--- src/rtl/sram_fifo_ctrl_pkg.sv ---
// Shared widths and arbitration priority encoding for the SRAM-backed FIFO controller.
package sram_fifo_ctrl_pkg;

   localparam int unsigned FIFO_DATA_W = 8;
   localparam int unsigned FIFO_ADDR_W = 4;
   localparam int unsigned FIFO_DEPTH  = 1 << FIFO_ADDR_W;

   // Which side wins the SRAM port when write and read both request it
   typedef enum logic {
      PRIO_WR = 1'b0,
      PRIO_RD = 1'b1
   } prio_e;

endpackage

--- src/rtl/sram_fifo_ctrl_if.sv ---
// Producer/consumer handshakes, SRAM port and status of the SRAM FIFO controller.
interface sram_fifo_ctrl_if #(
   parameter int unsigned DATA_W = sram_fifo_ctrl_pkg::FIFO_DATA_W,
   parameter int unsigned ADDR_W = sram_fifo_ctrl_pkg::FIFO_ADDR_W
) ();

   logic              in_valid;
   logic              in_ready;
   logic [DATA_W-1:0] in_data;
   logic              out_valid;
   logic              out_ready;
   logic [DATA_W-1:0] out_data;
   logic [ADDR_W-1:0] sram_address;
   logic [DATA_W-1:0] sram_data_in;
   logic              sram_control;
   logic [DATA_W-1:0] sram_data_out;
   logic [ADDR_W:0]   count;
   logic              full;
   logic              empty;

   // Environment side: producer, consumer and the SRAM itself
   modport master (
      output in_valid, in_data, out_ready, sram_data_out,
      input  in_ready, out_valid, out_data, sram_address, sram_data_in,
             sram_control, count, full, empty
   );

   // Controller side
   modport slave (
      input  in_valid, in_data, out_ready, sram_data_out,
      output in_ready, out_valid, out_data, sram_address, sram_data_in,
             sram_control, count, full, empty
   );

endinterface

--- src/rtl/sram_port_arb.sv ---
// Shares the single SRAM port between write and read requests; priority flips only on conflict.
module sram_port_arb
   import sram_fifo_ctrl_pkg::*;
(
   input  logic  i_clk,
   input  logic  i_rst,
   input  logic  i_wr_req,
   input  logic  i_rd_req,
   output logic  o_wr_grant,
   output logic  o_rd_grant,
   output prio_e o_prio
);

   prio_e r_prio;
   logic  w_conflict;

   assign w_conflict = i_wr_req && i_rd_req;

   always_ff @(posedge i_clk or posedge i_rst) begin
      if (i_rst) begin
         r_prio <= PRIO_WR;
      end else if (w_conflict) begin
         r_prio <= (r_prio == PRIO_WR) ? PRIO_RD : PRIO_WR;
      end
   end

   assign o_wr_grant = i_wr_req && (!i_rd_req || (r_prio == PRIO_WR));
   assign o_rd_grant = i_rd_req && (!i_wr_req || (r_prio == PRIO_RD));
   assign o_prio     = r_prio;

endmodule

--- src/rtl/sram_fifo_ctrl.sv ---
// FIFO front-end owning a single-port SRAM (sync write, async read) plus a one-word head register.
module sram_fifo_ctrl
   import sram_fifo_ctrl_pkg::*;
#(
   parameter int unsigned DATA_W = FIFO_DATA_W,
   parameter int unsigned ADDR_W = FIFO_ADDR_W
) (
   input logic              i_clk,
   input logic              i_rst,
   sram_fifo_ctrl_if.slave  bus
);

   localparam int unsigned DEPTH = 1 << ADDR_W;
   localparam int unsigned CNT_W = ADDR_W + 1;

   logic [ADDR_W-1:0] r_wptr;
   logic [ADDR_W-1:0] r_rptr;
   logic [CNT_W-1:0]  r_mem_count;
   logic              r_out_valid;
   logic [DATA_W-1:0] r_out_data;

   logic  w_full;
   logic  w_wr_req;
   logic  w_rd_req;
   logic  w_wr_grant;
   logic  w_rd_grant;
   prio_e w_prio;

   assign w_full   = (r_mem_count == CNT_W'(DEPTH));
   assign w_wr_req = bus.in_valid && !w_full;
   // Refill the head register when it is empty or being consumed this cycle
   assign w_rd_req = (r_mem_count != '0) && (!r_out_valid || bus.out_ready);

   sram_port_arb u_arb (
      .i_clk      (i_clk),
      .i_rst      (i_rst),
      .i_wr_req   (w_wr_req),
      .i_rd_req   (w_rd_req),
      .o_wr_grant (w_wr_grant),
      .o_rd_grant (w_rd_grant),
      .o_prio     (w_prio)
   );

   // Ready does not look at in_valid, so in_valid && in_ready equals the write grant
   assign bus.in_ready     = !w_full && !(w_rd_req && (w_prio == PRIO_RD));
   assign bus.sram_control = w_wr_grant && !i_rst;
   assign bus.sram_address = w_wr_grant ? r_wptr : r_rptr;
   assign bus.sram_data_in = bus.in_data;

   assign bus.out_valid = r_out_valid;
   assign bus.out_data  = r_out_data;
   assign bus.count     = r_mem_count + CNT_W'(r_out_valid);
   assign bus.full      = w_full;
   assign bus.empty     = (r_mem_count == '0) && !r_out_valid;

   // Pointers wrap naturally at DEPTH; at most one of the grants is ever active
   always_ff @(posedge i_clk or posedge i_rst) begin
      if (i_rst) begin
         r_wptr      <= '0;
         r_rptr      <= '0;
         r_mem_count <= '0;
      end else begin
         if (w_wr_grant) begin
            r_wptr      <= r_wptr + ADDR_W'(1);
            r_mem_count <= r_mem_count + CNT_W'(1);
         end else if (w_rd_grant) begin
            r_rptr      <= r_rptr + ADDR_W'(1);
            r_mem_count <= r_mem_count - CNT_W'(1);
         end
      end
   end

   // Head register: a read grant refills it in the same edge as a pop, so no bubble
   always_ff @(posedge i_clk or posedge i_rst) begin
      if (i_rst) begin
         r_out_valid <= 1'b0;
         r_out_data  <= '0;
      end else if (w_rd_grant) begin
         r_out_valid <= 1'b1;
         r_out_data  <= bus.sram_data_out;
      end else if (bus.out_ready) begin
         r_out_valid <= 1'b0;
      end
   end

endmodule

--- src/flat_wrapper.sv ---
// flat-port wrapper written by rule: the top's interface ports become plain ports
module sram_fifo_ctrl_flat import sram_fifo_ctrl_pkg::*;
#(
   parameter int unsigned DATA_W = FIFO_DATA_W,
   parameter int unsigned ADDR_W = FIFO_ADDR_W
)
  (i_clk, i_rst, bus_in_valid, bus_in_data, bus_out_ready, bus_sram_data_out, bus_in_ready, bus_out_valid, bus_out_data, bus_sram_address, bus_sram_data_in, bus_sram_control, bus_count, bus_full, bus_empty);
  sram_fifo_ctrl_if #(.DATA_W(DATA_W), .ADDR_W(ADDR_W)) bus_i ();
  input logic i_clk;
  input logic i_rst;
  input wire logic [$bits(bus_i.in_valid)-1:0] bus_in_valid;
  input wire logic [$bits(bus_i.in_data)-1:0] bus_in_data;
  input wire logic [$bits(bus_i.out_ready)-1:0] bus_out_ready;
  input wire logic [$bits(bus_i.sram_data_out)-1:0] bus_sram_data_out;
  output wire logic [$bits(bus_i.in_ready)-1:0] bus_in_ready;
  output wire logic [$bits(bus_i.out_valid)-1:0] bus_out_valid;
  output wire logic [$bits(bus_i.out_data)-1:0] bus_out_data;
  output wire logic [$bits(bus_i.sram_address)-1:0] bus_sram_address;
  output wire logic [$bits(bus_i.sram_data_in)-1:0] bus_sram_data_in;
  output wire logic [$bits(bus_i.sram_control)-1:0] bus_sram_control;
  output wire logic [$bits(bus_i.count)-1:0] bus_count;
  output wire logic [$bits(bus_i.full)-1:0] bus_full;
  output wire logic [$bits(bus_i.empty)-1:0] bus_empty;
  assign bus_i.in_valid = bus_in_valid;
  assign bus_i.in_data = bus_in_data;
  assign bus_i.out_ready = bus_out_ready;
  assign bus_i.sram_data_out = bus_sram_data_out;
  assign bus_in_ready = bus_i.in_ready;
  assign bus_out_valid = bus_i.out_valid;
  assign bus_out_data = bus_i.out_data;
  assign bus_sram_address = bus_i.sram_address;
  assign bus_sram_data_in = bus_i.sram_data_in;
  assign bus_sram_control = bus_i.sram_control;
  assign bus_count = bus_i.count;
  assign bus_full = bus_i.full;
  assign bus_empty = bus_i.empty;
  sram_fifo_ctrl #(.DATA_W(DATA_W), .ADDR_W(ADDR_W)) u_core (.i_clk(i_clk), .i_rst(i_rst), .bus(bus_i));
endmodule
--- config.mk ---
export PLATFORM = sky130hd
export DESIGN_NAME = sram_fifo_ctrl_flat
export DESIGN_NICKNAME = d
export VERILOG_FILES = /design/src/rtl/sram_fifo_ctrl_pkg.sv /design/src/rtl/sram_fifo_ctrl_if.sv /design/src/rtl/sram_port_arb.sv /design/src/rtl/sram_fifo_ctrl.sv /design/src/flat_wrapper.sv
export SDC_FILE = /design/constraint.sdc
export NUM_CORES = 1
export LEC_CHECK = 0
export ABC_AREA = 0
export CORE_ASPECT_RATIO = 1.2
export CORE_MARGIN = 10
export CORE_UTILIZATION = 43
export DETAILED_ROUTE_END_ITERATION = 10
export PLACE_DENSITY_LB_ADDON = 0.25
export RECOVER_POWER = 50
export SYNTH_ARGS = -nofsm -noshare
export SYNTH_HDL_FRONTEND = slang
export SYNTH_HIERARCHICAL = 1
export SYNTH_SLANG_ARGS = --single-unit
export TNS_END_PERCENT = 50
--- constraint.sdc ---
create_clock -name i_clk -period 3.6 [get_ports i_clk]
set_clock_uncertainty 0.1 [all_clocks]
set_input_delay 0.36 -clock i_clk [delete_from_list [all_inputs] [get_ports i_clk]]
set_output_delay 0.36 -clock i_clk [all_outputs]
set_load 0.01 [all_outputs]
Yosys cells after proc, flatten, opt, wreduce, memory -nomap -nowiden
Cells that the tools add are included.

Register bits: 23. Bits in latches: 0. Bits in writable memories: 0. ROM bits: 0. Input port bits: 20. Logic and storage cells: 43. Memories kept: 0.

$add $sub $neg: 5. Multiply operators: 0. Divide/modulo/power cells: 0. Order comparisons: 0. Equal/unequal tests: 1. Shifts and indexed selects: 0. Muxes and demuxes: 6. Bitwise logic cells: 2. Reduce and logical (&&, ||, !) cells: 23.

Operator list (number): 5-bit 2-to-1 mux (2); 1-bit logical AND (9); 4-bit by 1-bit adder with 4-bit output, second input constant (2); 1-bit zero test (6); 5-bit by 1-bit adder with 5-bit output (1); 5-bit by 1-bit adder with 5-bit output, second input constant (1); 5-bit equality test, second input constant (1); 5-bit zero test (1); 5-bit nonzero test (1); 5-bit by 1-bit subtractor with 5-bit output, second input constant (1); 4-bit 2-to-1 mux (1); 2-bit nonzero test (2); 1-bit logical OR (3); 1-bit 2-to-1 mux (3); 1-bit NOT (2); 2-bit AND reduction (1).

Longest topological paths before layout
Depth after elaboration: 8. Mapped depth: 11. Mapped depth without buffers: 10.

By module
Netlist, hierarchy kept.

By module, submodules not included: sram_fifo_ctrl (times used 1, cells an instance 101, area each 1199.9 µm², sequential area each 550.5 µm²); sram_port_arb (times used 1, cells an instance 7, area each 60.1 µm², sequential area each 25.0 µm²).

Worst setup path before layout
Ideal clock, no wire load.

Path kind: register -> register. Start: register u_core.r_mem_count[3]. End: register u_core.r_mem_count[4]. Arrival: 2772 ps. Data required time: 3420 ps. Slack: 648 ps. Stages on the path, launching flop included: 11. Path buffers: 1. Clock period less this slack: 2952 ps. Cell sequence: dfrtp_1 > or4_4 > o21a_1 > a21boi_0 > buf_2 > inv_1 > ha_1 > nand2b_1 > a21oi_1 > mux2i_1 > xnor2_1.

Elaborated cells between the ends (all ways): 16. Those cells by class: add/sub (2); eq/ne (1); mux (2); reduce/logical (11).

RTL lines: start, declared (line sram_fifo_ctrl.sv:18) `logic [CNT_W-1:0] r_mem_count;`; start signal, assigned (line sram_fifo_ctrl.sv:65) `r_mem_count <= r_mem_count + CNT_W'(1);`; start signal, assigned (line sram_fifo_ctrl.sv:68) `r_mem_count <= r_mem_count - CNT_W'(1);`; 5-bit nonzero test * (line sram_fifo_ctrl.sv:32) `assign w_rd_req = (r_mem_count != '0) && (!r_out_valid || bus.out_ready);`; 1-bit logical AND * (line sram_fifo_ctrl.sv:32); via u_core.w_rd_req (line sram_fifo_ctrl.sv:24) `logic w_rd_req;`; 1-bit zero test * (line sram_port_arb.sv:27) `assign o_wr_grant = i_wr_req && (!i_rd_req || (r_prio == PRIO_WR));`; 1-bit logical OR * (line sram_port_arb.sv:27); 1-bit logical AND * (line sram_port_arb.sv:27); via u_core.w_wr_grant (line sram_fifo_ctrl.sv:25) `logic w_wr_grant;`; 5-bit 2-to-1 mux / 2-bit nonzero test (equally long branches).

Mark *: on every way through the listed nets, which the timed path passes. The rest lies on a longest branch. The select of a mux whose other input is x is not followed. A chain may end at the register's enable or synchronous reset.

Final worst setup path
Start: register u_core.r_mem_count[2]. End: output bus_sram_address[0].

Word-level cells in the longest chain between the ends: 6. Elaborated cells between the ends (all ways): 9. Those cells by class: eq/ne (1); mux (1); reduce/logical (7).

Ends and longest elaborated chain: 5-bit nonzero test (line sram_fifo_ctrl.sv:32); 1-bit logical AND (line sram_fifo_ctrl.sv:32); via u_core.w_rd_req (line sram_fifo_ctrl.sv:24); 1-bit zero test (line sram_port_arb.sv:27); 1-bit logical OR (line sram_port_arb.sv:27); 1-bit logical AND (line sram_port_arb.sv:27); via u_core.w_wr_grant (line sram_fifo_ctrl.sv:25); 4-bit 2-to-1 mux (line sram_fifo_ctrl.sv:47) `assign bus.sram_address = w_wr_grant ? r_wptr : r_rptr;`; end, declared (line flat_wrapper.sv:18) `output wire logic [$bits(bus_i.sram_address)-1:0] bus_sram_address;`.

The timed path passes the listed nets, and every way through them passes these cells.

==> qor.yml <==
status: "finished, final reports clean"
p_clk_share_pct: 7.7
wl_um: 2540
cp.depth: 6
intPower_uw: 980
drive_above_1_share_pct: 17.5
cp_data_required_time_ps: 3140
drc: 0
htreeDepth: 1
cts_tree: "done"
syn_avg_cell_area_um2: 11.7
synth_seq_area_share_pct: 45.7
synth_common_cells: "23 x dfrtp_1, 14 x mux2_2, 9 x xnor2_1"
max-slew-margin-rel_pct: 44.2
crit_fanout: 13
clkSlewWorstSetupHoldPaths_ps: 140
setup_viol: 0
ys_ff_latch: 23
rrSetupSlack_ps: 670
rows: 21
clock.fmax_mhz: 305
die_area_um2: 5500
grt_usage_pct: 9.47
period_share_pct: 91.1
cts.repair.resized: 0
cts_root_buf: "clkbuf_4"
core_um2: 2810
combPwrFrac_pct: 59.2
tightest_slew_ps: 836
critPathLaunch: "u_core/r_mem_count[2]$_DFFE_PP0P_"
synth_top_area_cell: "dfrtp_1"
clock_latency_ps: 310
routedWlPerCell_um: 14.9
ios: 50
power.density_nw_per_um2: 983
clk_path_buf_depth: 2
cpLargestDelayFamily: "buffers and inverters"
nFillCells: 244
grt_overflow: 0
switching_power_uw: 600
die_w_um: 69.4
grt_pass1_wl_um: 4390
ant_nets: 0
grt_setup_unrepaired: "false"
numPortBuffers: 33
synth_edf_count: 0
utilization_pct: 57.2
async_flop_share_pct: 100
switching_share_pct: 38.0
drv_cap: 0
areaGrowthSynthToFinish_pct: 27.6
pwr-share-seq_pct: 33.1
hold_viol: 0
synthFlopType: "dfrtp_1"
crit_type: "flop to output port"
synthesis.nets: 136
reg2reg_depth: 10
postCtsSetupRepairBufs: 0
first_global_vias: 921
first_iter_violations: 64
hp-class: "input port to async pin"
slowest_delay_ps: 580
crit_chain: "or4_4 > o21a_1 > a21boi_0 > buf_4 > mux2_2 > clkdlybuf4s50_1"
critPathBufInv: 2
vias: 849
grt_max_degree: 23
p_leak_nw: 0.688
synth_cells: 108
yosysUniqueCellTypes: 27
nets: 166
antenna_found_initial: 0
die_h_um: 79.3
dp_hpwl_um: 2000
finalMaxSlewViolations: 0
place.gp.congestion: 0.779
r2r-start: "u_core/r_mem_count[2]$_DFFE_PP0P_"
hold_buffers: 0
diodes: 0
synth_most_common_cell: "dfrtp_1"
tns_ps: 0
crit_path_end: "bus_sram_address[0]"
fin_crit_ps: 3280
worstSetupStartpointType: "flop"
start_util_pct: 44.8
whs_ps: 254
power_mw: 1.58
synth_top_area_share_pct: 45.7
drtPass1Iterations: 4
critPathSlowestCell: "or4_4"
cp.arrival_ps: 2820
vias_per_cell: 4.96
cts_made_buffers: 3
synthTopCellsByArea: "dfrtp_1 46%, mux2_2 13%, ha_1 7.0%"
timing.rr.end: "u_core/r_mem_count[4]$_DFFE_PP0P_"
vdd_drop_max_v: 0.000606
worst_setup_path_end_kind: "output port"
cts_num_sinks: 23
yosys_warnings: 6
netlist_area_um2: 1260
-- sequential cells by signal, summed over array words and instances (netlist names) --
name,count
u_core/u_arb/o_prio,1
u_core/r_wptr,4
u_core/r_rptr,4
u_core/bus.out_data,8
u_core/bus.out_valid,1
u_core/r_mem_count,5
-- cell families after synthesis --
family	Yosys count	synth area share [%]
fa+ha+maj	8	8.54
xor+xnor	14	9.73
buf+inv	17	7.65
compound gates	9	4.97
mux	16	14.1
flops	23	45.7
simple gates	21	9.33
-- power by group through the flow --
stage	sequential (mW)	clock (mW)	combinational, mW
2_1_floorplan	0.529	0	0.559
3_3_place_gp	0.528	0	0.942
3_5_place_dp	0.532	0	0.961
4_1_cts	0.526	0.128	0.967
5_1_grt	0.546	0.141	1.04
6_report	0.523	0.122	0.935
-- through the flow --
step                      instance area (µm²)  setup slack [ps]  cells
final                                    1610               319    171
after CTS                                1610               293    171
after detailed placement                 1580               672    167
after global placement                   1580               706    167
after floorplan                          1260               648    108
after global routing                     1610               124    171
-- placed cells by master (no fill, tap or decap), types with 2 or more instances in the layout --
master           instances
a21oi_1                  2
buf_4                    2
clkbuf_4                 3
clkdlybuf4s50_1         26
dfrtp_1                 23
dlygate4sd3_1            7
ha_1                     7
inv_1                    7
mux2_2                  14
mux2i_1                  2
nand2_1                  5
nand2b_1                 3
nand3_1                  2
nand4_1                  2
nor2_1                   4
o21ai_0                  2
xnor2_1                  9
xor2_1                   5
-- metal layers --
metal	routed length, µm	part of all wire (%)	GRT usage [%]	vias to the layer above
li1	-	-	-	413
met1	1070	42	9.80	411
met2	1240	49	16.3	23
met3	221	8.7	4.48	2
met4	10	0.39	3.63	0
met5	0	0	0	-
-- area by class of cell --
| cell class | instances | area, µm² | area share [%] |
|---|---|---|---|
| inverter | 7 | 26.3 | 1.63 |
| clock inverter | 1 | 7.51 | 0.467 |
| clock buffer | 3 | 22.5 | 1.40 |
| sequential | 23 | 576 | 35.8 |
| timing repair buffer | 35 | 345 | 21.5 |
| tap | 34 | 42.5 | 2.65 |
| multi-input combinational | 68 | 588 | 36.6 |
-- how the worst min path moves through the flow --
| stage | end | start | cells after the start | slack, ps |
|---|---|---|---|---|
| after floorplan | u_core/u_arb/o_prio$_DFFE_PP0P_ | i_rst | 1 | -10 |
| after global placement | u_core/r_wptr[3]$_DFFE_PP0P_ | u_core/r_wptr[3]$_DFFE_PP0P_ | 1 | 360 |
| after detailed placement | u_core/r_wptr[3]$_DFFE_PP0P_ | u_core/r_wptr[3]$_DFFE_PP0P_ | 1 | 360 |
| after CTS | u_core/u_arb/o_prio$_DFFE_PP0P_ | i_rst | 2 | 120 |
| after global routing | u_core/u_arb/o_prio$_DFFE_PP0P_ | i_rst | 2 | 240 |
| final | u_core/u_arb/o_prio$_DFFE_PP0P_ | i_rst | 2 | 250 |
-- worst register-to-register path: stages, from the launching register on --
cell and delay, ps:
dfrtp_1 470, or4_4 580, o21a_1 210, a21boi_0 180, buf_4 230, inv_1 120
ha_1 350, nand2b_1 70, a21oi_1 160, mux2i_1 260, xnor2_1 140
No activity file was read; power rests on OpenSTA's default activity.
